File: config.mk
export PLATFORM = sky130hd
export DESIGN_NAME = thumb_fetch
export DESIGN_NICKNAME = d
export VERILOG_FILES = /design/src/rtl/thumb_fetch_pkg.sv /design/src/rtl/thumb_fetch_halfword_fifo.sv /design/src/rtl/thumb_fetch.sv
export SDC_FILE = /design/constraint.sdc
export NUM_CORES = 1
export LEC_CHECK = 0
export BUFFER_PORTS_ARGS = -buffer_cell sky130_fd_sc_hd__buf_2
export CAP_MARGIN = 20
export CORE_ASPECT_RATIO = 1.75
export CORE_MARGIN = 3
export CORE_UTILIZATION = 35
export DETAILED_ROUTE_END_ITERATION = 6
export PLACE_DENSITY = 0.6
export SYNTH_ARGS = -nofsm -noshare
export SYNTH_HDL_FRONTEND = slang
export SYNTH_HIERARCHICAL = 1
export SYNTH_SLANG_ARGS = --single-unit
export TNS_END_PERCENT = 20
File: constraint.sdc
create_clock -name clk -period 3.85 [get_ports clk]
set_input_delay 0.1925 -clock clk [delete_from_list [all_inputs] [get_ports clk]]
set_output_delay 0.1925 -clock clk [all_outputs]
set_load 0.1 [all_outputs]
File: src/rtl/thumb_fetch_pkg.sv
// Shared types and helpers for the Thumb instruction fetch unit.
package thumb_fetch_pkg;

    // Width of one Thumb instruction halfword.
    localparam int HW_W = 16;

    // Memory-side request state: no request, request pending grant, granted awaiting data.
    typedef enum logic [1:0] {
        IDLE = 2'd0,
        REQ  = 2'd1,
        WAIT = 2'd2
    } fetch_state_t;

    // Clear the two low bits to form a word address.
    function automatic logic [31:0] word_align(input logic [31:0] addr);
        return {addr[31:2], 2'b00};
    endfunction

    // Clear bit 0 to form a halfword address.
    function automatic logic [31:0] hw_align(input logic [31:0] addr);
        return {addr[31:1], 1'b0};
    endfunction

endpackage

File: src/rtl/thumb_fetch_halfword_fifo.sv
// Prefetch buffer of Thumb halfwords: up to two pushes and one pop per cycle,
// synchronous flush that overrides any push or pop in the same cycle.
module halfword_fifo
    import thumb_fetch_pkg::*;
#(
    parameter  int FIFO_DEPTH = 4,
    localparam int PTR_W      = $clog2(FIFO_DEPTH),
    localparam int CNT_W      = PTR_W + 1
) (
    input  logic             clk,
    input  logic             rst_n,
    input  logic             flush_i,
    input  logic [1:0]       push_cnt_i,
    input  logic [HW_W-1:0]  push_data0_i,
    input  logic [HW_W-1:0]  push_data1_i,
    input  logic             pop_i,
    output logic [HW_W-1:0]  head_data_o,
    output logic [CNT_W-1:0] count_o
);

    logic [HW_W-1:0]       mem_q [FIFO_DEPTH];
    logic [PTR_W-1:0]      rd_ptr_q, rd_ptr_d;
    logic [PTR_W-1:0]      wr_ptr_q, wr_ptr_d;
    logic [PTR_W-1:0]      wr_ptr_nxt;
    logic [CNT_W-1:0]      count_q, count_d;
    logic [FIFO_DEPTH-1:0] wr_en0;
    logic [FIFO_DEPTH-1:0] wr_en1;

    // Depth is a power of two, so pointer arithmetic wraps on its own.
    assign wr_ptr_nxt = wr_ptr_q + PTR_W'(1);

    for (genvar gi = 0; gi < FIFO_DEPTH; gi++) begin : g_wr_en
        assign wr_en0[gi] = !flush_i && (push_cnt_i != 2'd0) && (wr_ptr_q == PTR_W'(gi));
        assign wr_en1[gi] = !flush_i && (push_cnt_i == 2'd2) && (wr_ptr_nxt == PTR_W'(gi));
    end

    // Slot at the write pointer takes the first halfword, the following slot the second.
    always_ff @(posedge clk) begin
        for (int i = 0; i < FIFO_DEPTH; i++) begin
            if (wr_en0[i]) begin
                mem_q[i] <= push_data0_i;
            end else if (wr_en1[i]) begin
                mem_q[i] <= push_data1_i;
            end
        end
    end

    // Next pointer and occupancy values; flush empties the buffer outright.
    always_comb begin
        rd_ptr_d = rd_ptr_q;
        wr_ptr_d = wr_ptr_q;
        count_d  = count_q;
        if (flush_i) begin
            rd_ptr_d = '0;
            wr_ptr_d = '0;
            count_d  = '0;
        end else begin
            rd_ptr_d = rd_ptr_q + PTR_W'(pop_i);
            wr_ptr_d = wr_ptr_q + PTR_W'(push_cnt_i);
            count_d  = count_q + CNT_W'(push_cnt_i) - CNT_W'(pop_i);
        end
    end

    // Pointer and occupancy registers.
    always_ff @(posedge clk or negedge rst_n) begin
        if (!rst_n) begin
            rd_ptr_q <= '0;
            wr_ptr_q <= '0;
            count_q  <= '0;
        end else begin
            rd_ptr_q <= rd_ptr_d;
            wr_ptr_q <= wr_ptr_d;
            count_q  <= count_d;
        end
    end

    assign head_data_o = mem_q[rd_ptr_q];
    assign count_o     = count_q;

endmodule

File: src/rtl/thumb_fetch.sv
// Thumb fetch unit: word reads from instruction memory, split into halfwords,
// buffered and handed to decode with their PCs. Redirect flushes and restarts.
module thumb_fetch
    import thumb_fetch_pkg::*;
#(
    parameter logic [31:0] RESET_PC   = 32'h0000_0000,
    parameter int          FIFO_DEPTH = 4
) (
    input  logic            clk,
    input  logic            rst_n,
    output logic            mem_req,
    output logic [31:0]     mem_addr,
    input  logic            mem_gnt,
    input  logic            mem_rvalid,
    input  logic [31:0]     mem_rdata,
    input  logic            redirect,
    input  logic [31:0]     redirect_pc,
    output logic            instr_valid,
    input  logic            instr_ready,
    output logic [HW_W-1:0] instruction,
    output logic [31:0]     instr_pc
);

    localparam int CNT_W = $clog2(FIFO_DEPTH) + 1;
    localparam int OCC_W = CNT_W + 1;
    // A new request is only issued when a full word (two halfwords) is sure to fit.
    localparam logic [OCC_W-1:0] SPACE_LIMIT = OCC_W'(FIFO_DEPTH - 2);

    fetch_state_t     state_q, state_d;
    logic [31:0]      fetch_addr_q, fetch_addr_d;
    logic [31:0]      head_pc_q, head_pc_d;
    logic             drop_low_q, drop_low_d;
    logic             discard_q, discard_d;

    logic [CNT_W-1:0] fifo_count;
    logic [HW_W-1:0]  head_data;
    logic [HW_W-1:0]  push_data0;
    logic [HW_W-1:0]  push_data1;
    logic [1:0]       push_cnt;
    logic             resp_take;
    logic             pop_take;
    logic [OCC_W-1:0] occ_after;
    logic             space_ok;

    // A response is kept only when it belongs to the current fetch stream.
    assign resp_take = (state_q == WAIT) && mem_rvalid && !discard_q && !redirect;
    assign pop_take  = instr_valid && instr_ready && !redirect;

    // Entering mid-word (odd halfword) skips the low half of the first word.
    assign push_cnt   = resp_take ? (drop_low_q ? 2'd1 : 2'd2) : 2'd0;
    assign push_data0 = drop_low_q ? mem_rdata[31:16] : mem_rdata[15:0];
    assign push_data1 = mem_rdata[31:16];

    // Occupancy once this cycle's push, pop and flush have been applied.
    assign occ_after = redirect ? '0
                     : (OCC_W'(fifo_count) + OCC_W'(push_cnt) - OCC_W'(pop_take));
    assign space_ok  = (occ_after <= SPACE_LIMIT);

    halfword_fifo #(
        .FIFO_DEPTH (FIFO_DEPTH)
    ) u_fifo (
        .clk          (clk),
        .rst_n        (rst_n),
        .flush_i      (redirect),
        .push_cnt_i   (push_cnt),
        .push_data0_i (push_data0),
        .push_data1_i (push_data1),
        .pop_i        (pop_take),
        .head_data_o  (head_data),
        .count_o      (fifo_count)
    );

    // Request FSM and stale-response tracking.
    always_comb begin
        state_d   = state_q;
        discard_d = discard_q;
        case (state_q)
            IDLE: begin
                if (space_ok) begin
                    state_d = REQ;
                end
            end
            REQ: begin
                // An ungranted request simply picks up the new address next cycle;
                // a granted one at the old address must have its data thrown away.
                if (mem_gnt) begin
                    state_d = WAIT;
                    if (redirect) begin
                        discard_d = 1'b1;
                    end
                end
            end
            WAIT: begin
                if (mem_rvalid) begin
                    discard_d = 1'b0;
                    state_d   = space_ok ? REQ : IDLE;
                end else if (redirect) begin
                    discard_d = 1'b1;
                end
            end
            default: begin
                state_d = IDLE;
            end
        endcase
    end

    // Fetch address, partial-word flag and decode-side PC.
    always_comb begin
        fetch_addr_d = fetch_addr_q;
        drop_low_d   = drop_low_q;
        head_pc_d    = head_pc_q;
        if (redirect) begin
            fetch_addr_d = word_align(redirect_pc);
            drop_low_d   = redirect_pc[1];
            head_pc_d    = hw_align(redirect_pc);
        end else begin
            if (resp_take) begin
                fetch_addr_d = fetch_addr_q + 32'd4;
                drop_low_d   = 1'b0;
            end
            if (pop_take) begin
                head_pc_d = head_pc_q + 32'd2;
            end
        end
    end

    // State registers.
    always_ff @(posedge clk or negedge rst_n) begin
        if (!rst_n) begin
            state_q      <= IDLE;
            fetch_addr_q <= word_align(RESET_PC);
            head_pc_q    <= hw_align(RESET_PC);
            drop_low_q   <= RESET_PC[1];
            discard_q    <= 1'b0;
        end else begin
            state_q      <= state_d;
            fetch_addr_q <= fetch_addr_d;
            head_pc_q    <= head_pc_d;
            drop_low_q   <= drop_low_d;
            discard_q    <= discard_d;
        end
    end

    assign mem_req     = (state_q == REQ);
    assign mem_addr    = fetch_addr_q;
    assign instr_valid = (fifo_count != '0);
    assign instruction = instr_valid ? head_data : '0;
    assign instr_pc    = head_pc_q;

endmodule
== Yosys cells after proc, flatten, opt, wreduce, memory -nomap -nowiden ==
Memory sizes are Yosys's and may differ from the RTL's.
Cells that the tools add are included.

* Add/subtract/negate cells: 9
* Magnitude comparators: 1
* Equal/unequal tests: 12
* Multiplexer cells: 53
* Bitwise logic cells: 4
* Reduce and logical (&&, ||, !) cells: 29

{| class="wikitable"
|+ Operators with widths
! kind !! number
|-
| two-way mux 16 bit || 8
|-
| two-way mux 32 bit || 4
|-
| adder 32 x 2 -> 32 bit (second input constant) || 1
|-
| adder 32 x 3 -> 32 bit (second input constant) || 1
|-
| OR reduction 16 bit || 2
|-
| two-way mux 1 bit || 28
|-
| two-way mux 2 bit || 9
|-
| logical AND 1 bit || 15
|-
| equality test 2 bit (second input constant) || 6
|-
| nonzero test 2 bit || 4
|-
| equality test 2 x 1 -> 1 bit (second input constant) || 3
|-
| logical NOT 2 bit || 3
|-
| case mux 2 bit (3 select lines) || 1
|-
| adder 3 x 2 -> 4 bit || 1
|-
| <= comparator 4 x 2 -> 1 bit (second input constant) || 1
|-
| two-way mux 4 bit || 1
|-
| inequality test 2 bit (second input constant) || 2
|-
| bitwise OR 1 bit || 4
|-
| subtractor 4 x 1 -> 4 bit || 1
|-
| adder 3 x 2 -> 3 bit || 1
|-
| two-way mux 3 bit || 1
|-
| AND reduction 3 bit || 1
|-
| nonzero test 3 bit || 1
|-
| subtractor 3 x 1 -> 3 bit || 1
|-
| 7 further kinds || 8
|}

* Register bits: 75
* Memory bits (writable): 64
* Input bits: 70
* Output and inout bits: 82
* Word-level logic and storage cells: 117
* Memories: 1

{| class="wikitable"
|+ Memory list
! name !! depth !! bits a word !! read ports !! clocked after memory_dff !! write ports !! RTL line !! RTL
|-
| u_fifo.mem_q || 4 || 16 || 1 || 0 || 2 || thumb_fetch_halfword_fifo.sv:21 || <nowiki>logic [HW_W-1:0] mem_q [FIFO_DEPTH];</nowiki>
|}

== Logic depth before layout (Yosys ltp) ==
* Depth in word-level cells: 14
* Gate-level depth with buffers: 13
* Mapped depth without buffers: 11

== Hierarchy ==
The synthesis kept the hierarchy.

{| class="wikitable"
|+ Modules (own cells, without submodules)
! module !! times used !! cells each !! area each (µm²) !! sequential area each (µm²)
|-
| thumb_fetch || 1 || 520 || 4558.1 || 1626.6
|-
| halfword_fifo || 1 || 204 || 3604.7 || 2097.0
|}

== Least setup slack after synthesis ==
No wires, ideal clock.

* Kind: reg2reg
* From: reg state_q[0]
* To: mem u_fifo.mem_q[3][0], enable pin
* Library setup time: 413 ps
* Data arrival time: 2867 ps
* Data required time: 3437 ps
* Setup slack: 571 ps
* Stages on the path, launching flop included: 8
* Buffers on the path: 3
* Clock period less this slack: 3279 ps
* Cell sequence: dfrtp_1 -> nor4bb_1 -> clkbuf_1 -> buf_2 -> and3_1 -> clkbuf_2 -> mux2i_1 -> nor3b_1

{| class="wikitable"
|+ RTL lines
! item !! RTL line !! RTL
|-
| from (decl) || thumb_fetch.sv:29 || <nowiki>fetch_state_t state_q, state_d;</nowiki>
|-
| from (signal assigned) || thumb_fetch.sv:136 || <nowiki>state_q <= state_d;</nowiki>
|-
| to (decl) || thumb_fetch_halfword_fifo.sv:21 ||
|}

== Worst setup path in the final report ==
* From: reg state_q[0]
* To: reg state_q[0]

* Cells in the longest elaborated chain, start to end: 12
* Elaborated cells between the ends (all ways): 18
* Those cells by class: add/sub: 2; order compare: 1; eq/ne: 5; mux: 5; reduce/logical: 5

{| class="wikitable"
|+ Ends and longest elaborated chain
! item !! RTL line !! RTL
|-
| equality test 2 bit (*) || thumb_fetch.sv:46 || <nowiki>assign resp_take = (state_q == WAIT) && mem_rvalid && !discard_q && !redirect;</nowiki>
|-
| logical AND 1 bit (*) (3 in series) || thumb_fetch.sv:46 ||
|-
| two-way mux 2 bit (*) || thumb_fetch.sv:50 || <nowiki>assign push_cnt = resp_take ? (drop_low_q ? 2'd1 : 2'd2) : 2'd0;</nowiki>
|-
| named net push_cnt[0] || thumb_fetch.sv:39 || <nowiki>logic [1:0] push_cnt;</nowiki>
|-
| adder 3 x 2 -> 4 bit (*) || thumb_fetch.sv:56 || <nowiki>: (OCC_W'(fifo_count) + OCC_W'(push_cnt) - OCC_W'(pop_take));</nowiki>
|-
| subtractor 4 x 1 -> 4 bit (*) || thumb_fetch.sv:56 ||
|-
| two-way mux 4 bit (*) || thumb_fetch.sv:55 || <nowiki>assign occ_after = redirect ? '0</nowiki>
|-
| <= comparator 4 x 2 -> 1 bit (*) || thumb_fetch.sv:57 || <nowiki>assign space_ok = (occ_after <= SPACE_LIMIT);</nowiki>
|-
| two-way mux 1 bit || thumb_fetch.sv:96 || <nowiki>state_d = space_ok ? REQ : IDLE;</nowiki>
|-
| two-way mux 2 bit || thumb_fetch.sv:94 || <nowiki>if (mem_rvalid) begin</nowiki>
|-
| case mux 2 bit (3 select lines) || thumb_fetch.sv:77 || <nowiki>case (state_q)</nowiki>
|}

The timed path passes the listed nets; every way through them passes the cells marked *. The select of a mux whose other input is x is not followed.
A chain may end at the register's enable or synchronous reset.

==> flow_summary.json <==
{
  "postSynthAreaPerCell_sq_um": 11.3,
  "core_area_sq_um": 22800,
  "total_power_mw": 5.56,
  "fmax_ghz": 0.343,
  "antenna_found_initial": 1,
  "areaGrowthSynthToFinish_pct": 20.4,
  "yosys_register_bits": 136,
  "synth_edf_count": 64,
  "holdWs_ns": 0.0263,
  "layout.nets": 948,
  "dp_hpwl_microns": 16300,
  "grt_overflow_total": 0,
  "critPathMaxFanout": 16,
  "regToRegStartpoint": "state_q[0]$_DFFE_PN0P_",
  "grt_max_degree": 73,
  "wl_per_cell_microns": 19.8,
  "hold_viol": 0,
  "gp_congestion": 0.876,
  "synth_top_area_cell": "edfxtp_1",
  "crit_start": "state_q[0]$_DFFE_PN0P_",
  "cts_buffers": 17,
  "post-route-util_pct": 43.0,
  "portBuffers": 147,
  "ir_drop_mv": 0.494,
  "setup_tns_ns": 0,
  "cts_setup_buffers": 0,
  "synthFlopType": "dfrtp_1",
  "root_buffer": "clkbuf_16",
  "num_vias": 6458,
  "postLayoutCellArea_sq_um": 9830,
  "cts_tree": "done",
  "synth_warnings": 6,
  "grt_pass1_wl_microns": 36400,
  "crit_chain": "nor4bb_4 -> buf_4 -> and3_1 -> buf_4 -> inv_1 -> ha_1 -> inv_1 -> ha_1 -> fa_1 -> xor2_1 -> a21oi_1 -> nand3_1 -> o21ai_0",
  "die_x_microns": 121,
  "yosysUniqueCellTypes": 63,
  "dieArea_sq_um": 25300,
  "worstPathRequired_ns": 4.19,
  "cp_slowest_cell": "dfrtp_1",
  "async_flop_share_pct": 52.9,
  "drtIter0Drc": 363,
  "clockBufferDepth": 2,
  "clkLatencyLatePin_ns": 0.43,
  "slew-limit-headroom_pct": 32.9,
  "fin_worst_skew_ns": 0.0115,
  "startpoint_type": "flop",
  "cp-end-kind": "flop",
  "drv_slew": 0,
  "synth.area.top_cells": "edfxtp_1, dfrtp_1, mux2_2",
  "min_from": "redirect_pc[1]",
  "status": "completed",
  "netlist.area_leader.share_pct": 23.5,
  "finalSetupViolCount": 0,
  "period_needed_ns": 2.91,
  "grt_use_total_pct": 18.6,
  "drc_errors": 0,
  "power.leakage_nw": 3.78,
  "clkSinkCount": 136,
  "rsz0062_at_grt": "no",
  "vias_per_cell": 5.49,
  "grt_pass1_vias": 6457,
  "fill_cells": 2240,
  "placed_area_sq_um": 9230,
  "critPathArrivalTime_ns": 3.25,
  "path_class": "reg2reg",
  "syn-cell-area_sq_um": 8160,
  "hp-class": "in2reg",
  "cpPeakStageDelay_ns": 0.45,
  "ios": 152,
  "start_util_pct": 35.7,
  "seq_area_frac_synth_pct": 45.6,
  "netlist_instances": 724,
  "postRouteAntennaNets": 0,
  "die_h_microns": 208,
  "wirelength_microns": 23300,
  "power.density_nw_per_um2": 566,
  "antennaDiodeCount": 0,
  "drive_above_1_share_pct": 36.0,
  "maxCapViolations": 0,
  "path_clk_slew_ns": 0.06,
  "rows": 73,
  "cts_htree_levels": 4,
  "worst_slew_pin_slew_ns": 1.01,
  "dr.pass1.iters": 4,
  "post-route-period-util_pct": 75.7
}
==> flip-flops by register name, summed over array words and instances (netlist names) <==
register,flops
u_fifo/count_o,3
drop_low_q,1
instr_pc,31
discard_q,1
state_q,2
mem_addr,30
u_fifo/wr_ptr_q,2
u_fifo/mem_q,64
u_fifo/rd_ptr_q,2
==> layer usage <==
metal	wire length [microns]	share of wire, %	track usage (%)	vias to the layer above
met5	13	0.056	0	-
met4	744	3.2	7.78	2
met3	1290	5.5	4.24	36
met2	12500	53	34.0	218
met1	8800	38	20.4	3153
li1	-	-	-	3049
==> synth_stat cells (all sizes together) (6+ instances only) <==
cell and count:
o21ai 15, xnor2 21, a31oi 15, or3 11, or4 15, a21oi 11
nand4 27, mux4 16, ha 12, nor2b 28, a211oi 15, inv 25
a311oi 7, nor3b 6, nor2 46, nand3 19, and4 15, edfxtp 64
o31ai 11, nor3 20, clkbuf 27, mux2 94, nor4 19, buf 20
dfrtp 72, and3 10, nand2 35
==> area by class of cell <==
class                      count  area [sq um]  share of cell area [%]
tap                          300           375                    3.82
clock buffer                  22           444                    4.52
timing repair buffer         166           888                    9.04
sequential                   136          3720                    37.9
inverter                      25          93.8                   0.955
multi-input combinational    518          4170                    42.5
clock inverter                10           130                    1.32
==> cell families (layout without fill, tap and decap cells) <==
family          after synthesis  in the layout  share of synthesized area [%]
simple gates                271            271                           19.4
flops                       136            136                           45.6
mux                         111            111                           18.0
compound gates               94             94                           8.08
buf+inv                      72            223                           3.86
xor+xnor                     25             25                           2.68
fa+ha+maj                    14             14                           2.33
other cells                   1              3                         0.0459
==> through the flow <==
stage,worst slack (ns),std cells
6_report,0.937,1177
5_1_grt,0.682,1177
4_1_cts,0.889,1177
3_5_place_dp,0.904,1142
3_3_place_gp,0.987,1142
2_1_floorplan,0.571,726
==> layout by cell type, fill, tap and decap left out, types with 12 or more instances in the layout <==
cell	netlist	layout
buf_2	7	146
mux2_2	84	84
dfrtp_1	72	72
edfxtp_1	64	64
nor2_1	46	46
nand2_1	34	34
nor2b_1	28	28
nand4_1	25	25
inv_1	25	24
xnor2_1	21	21
nor3_1	20	18
nor4_1	19	18
nand3_1	17	17
clkbuf_16	0	17
buf_4	6	17
mux4_2	16	16
o21ai_0	15	15
a211oi_1	15	15
and4_1	15	15
a31oi_1	15	15
or4_1	14	14
ha_1	12	12
==> report_power, final <==
| part | total (mW) | internal (mW) | leakage [nW] | switching, mW |
|---|---|---|---|---|
| clock network | 1.63 | 1.01 | 0.269 | 0.617 |
| registers | 1.81 | 1.64 | 1.43 | 0.171 |
| logic | 2.12 | 0.486 | 2.09 | 1.64 |
==> path summary, 6_finish.rpt <==
path	to	slack, ns	cells past startpoint
max in group asynchronous	instr_pc[28]$_DFFE_PN0N_	2.71	2
worst min register to register	instr_pc[31]$_DFFE_PN0N_	0.58	1
worst min-delay path	instr_pc[1]$_DFFE_PN0N_	0.03	3
worst max-delay path	state_q[0]$_DFFE_PN0P_	0.94	13
worst max register to register	state_q[0]$_DFFE_PN0P_	0.94	13
min in group asynchronous	instr_pc[13]$_DFFE_PN0N_	0.47	2
==> critical path, delay by kind of cell, from the launching register on <==
| family | cells | cell delay [ns] |
|---|---|---|
| adder cells (fa/ha/maj) | 3 | 0.85 |
| buffers and inverters | 4 | 0.55 |
| XOR/XNOR | 1 | 0.17 |
| AND/OR/NAND/NOR | 3 | 0.55 |
| AO/OA/AOI/OAI | 2 | 0.27 |
| flip-flops | 1 | 0.45 |
==> what timing repair did <==
item	in CTS	in global routing
hold buffers	3	0
gates resized for setup	0	0
hold endpoints to repair	75	0
No activity file was read; power rests on OpenSTA's default activity.
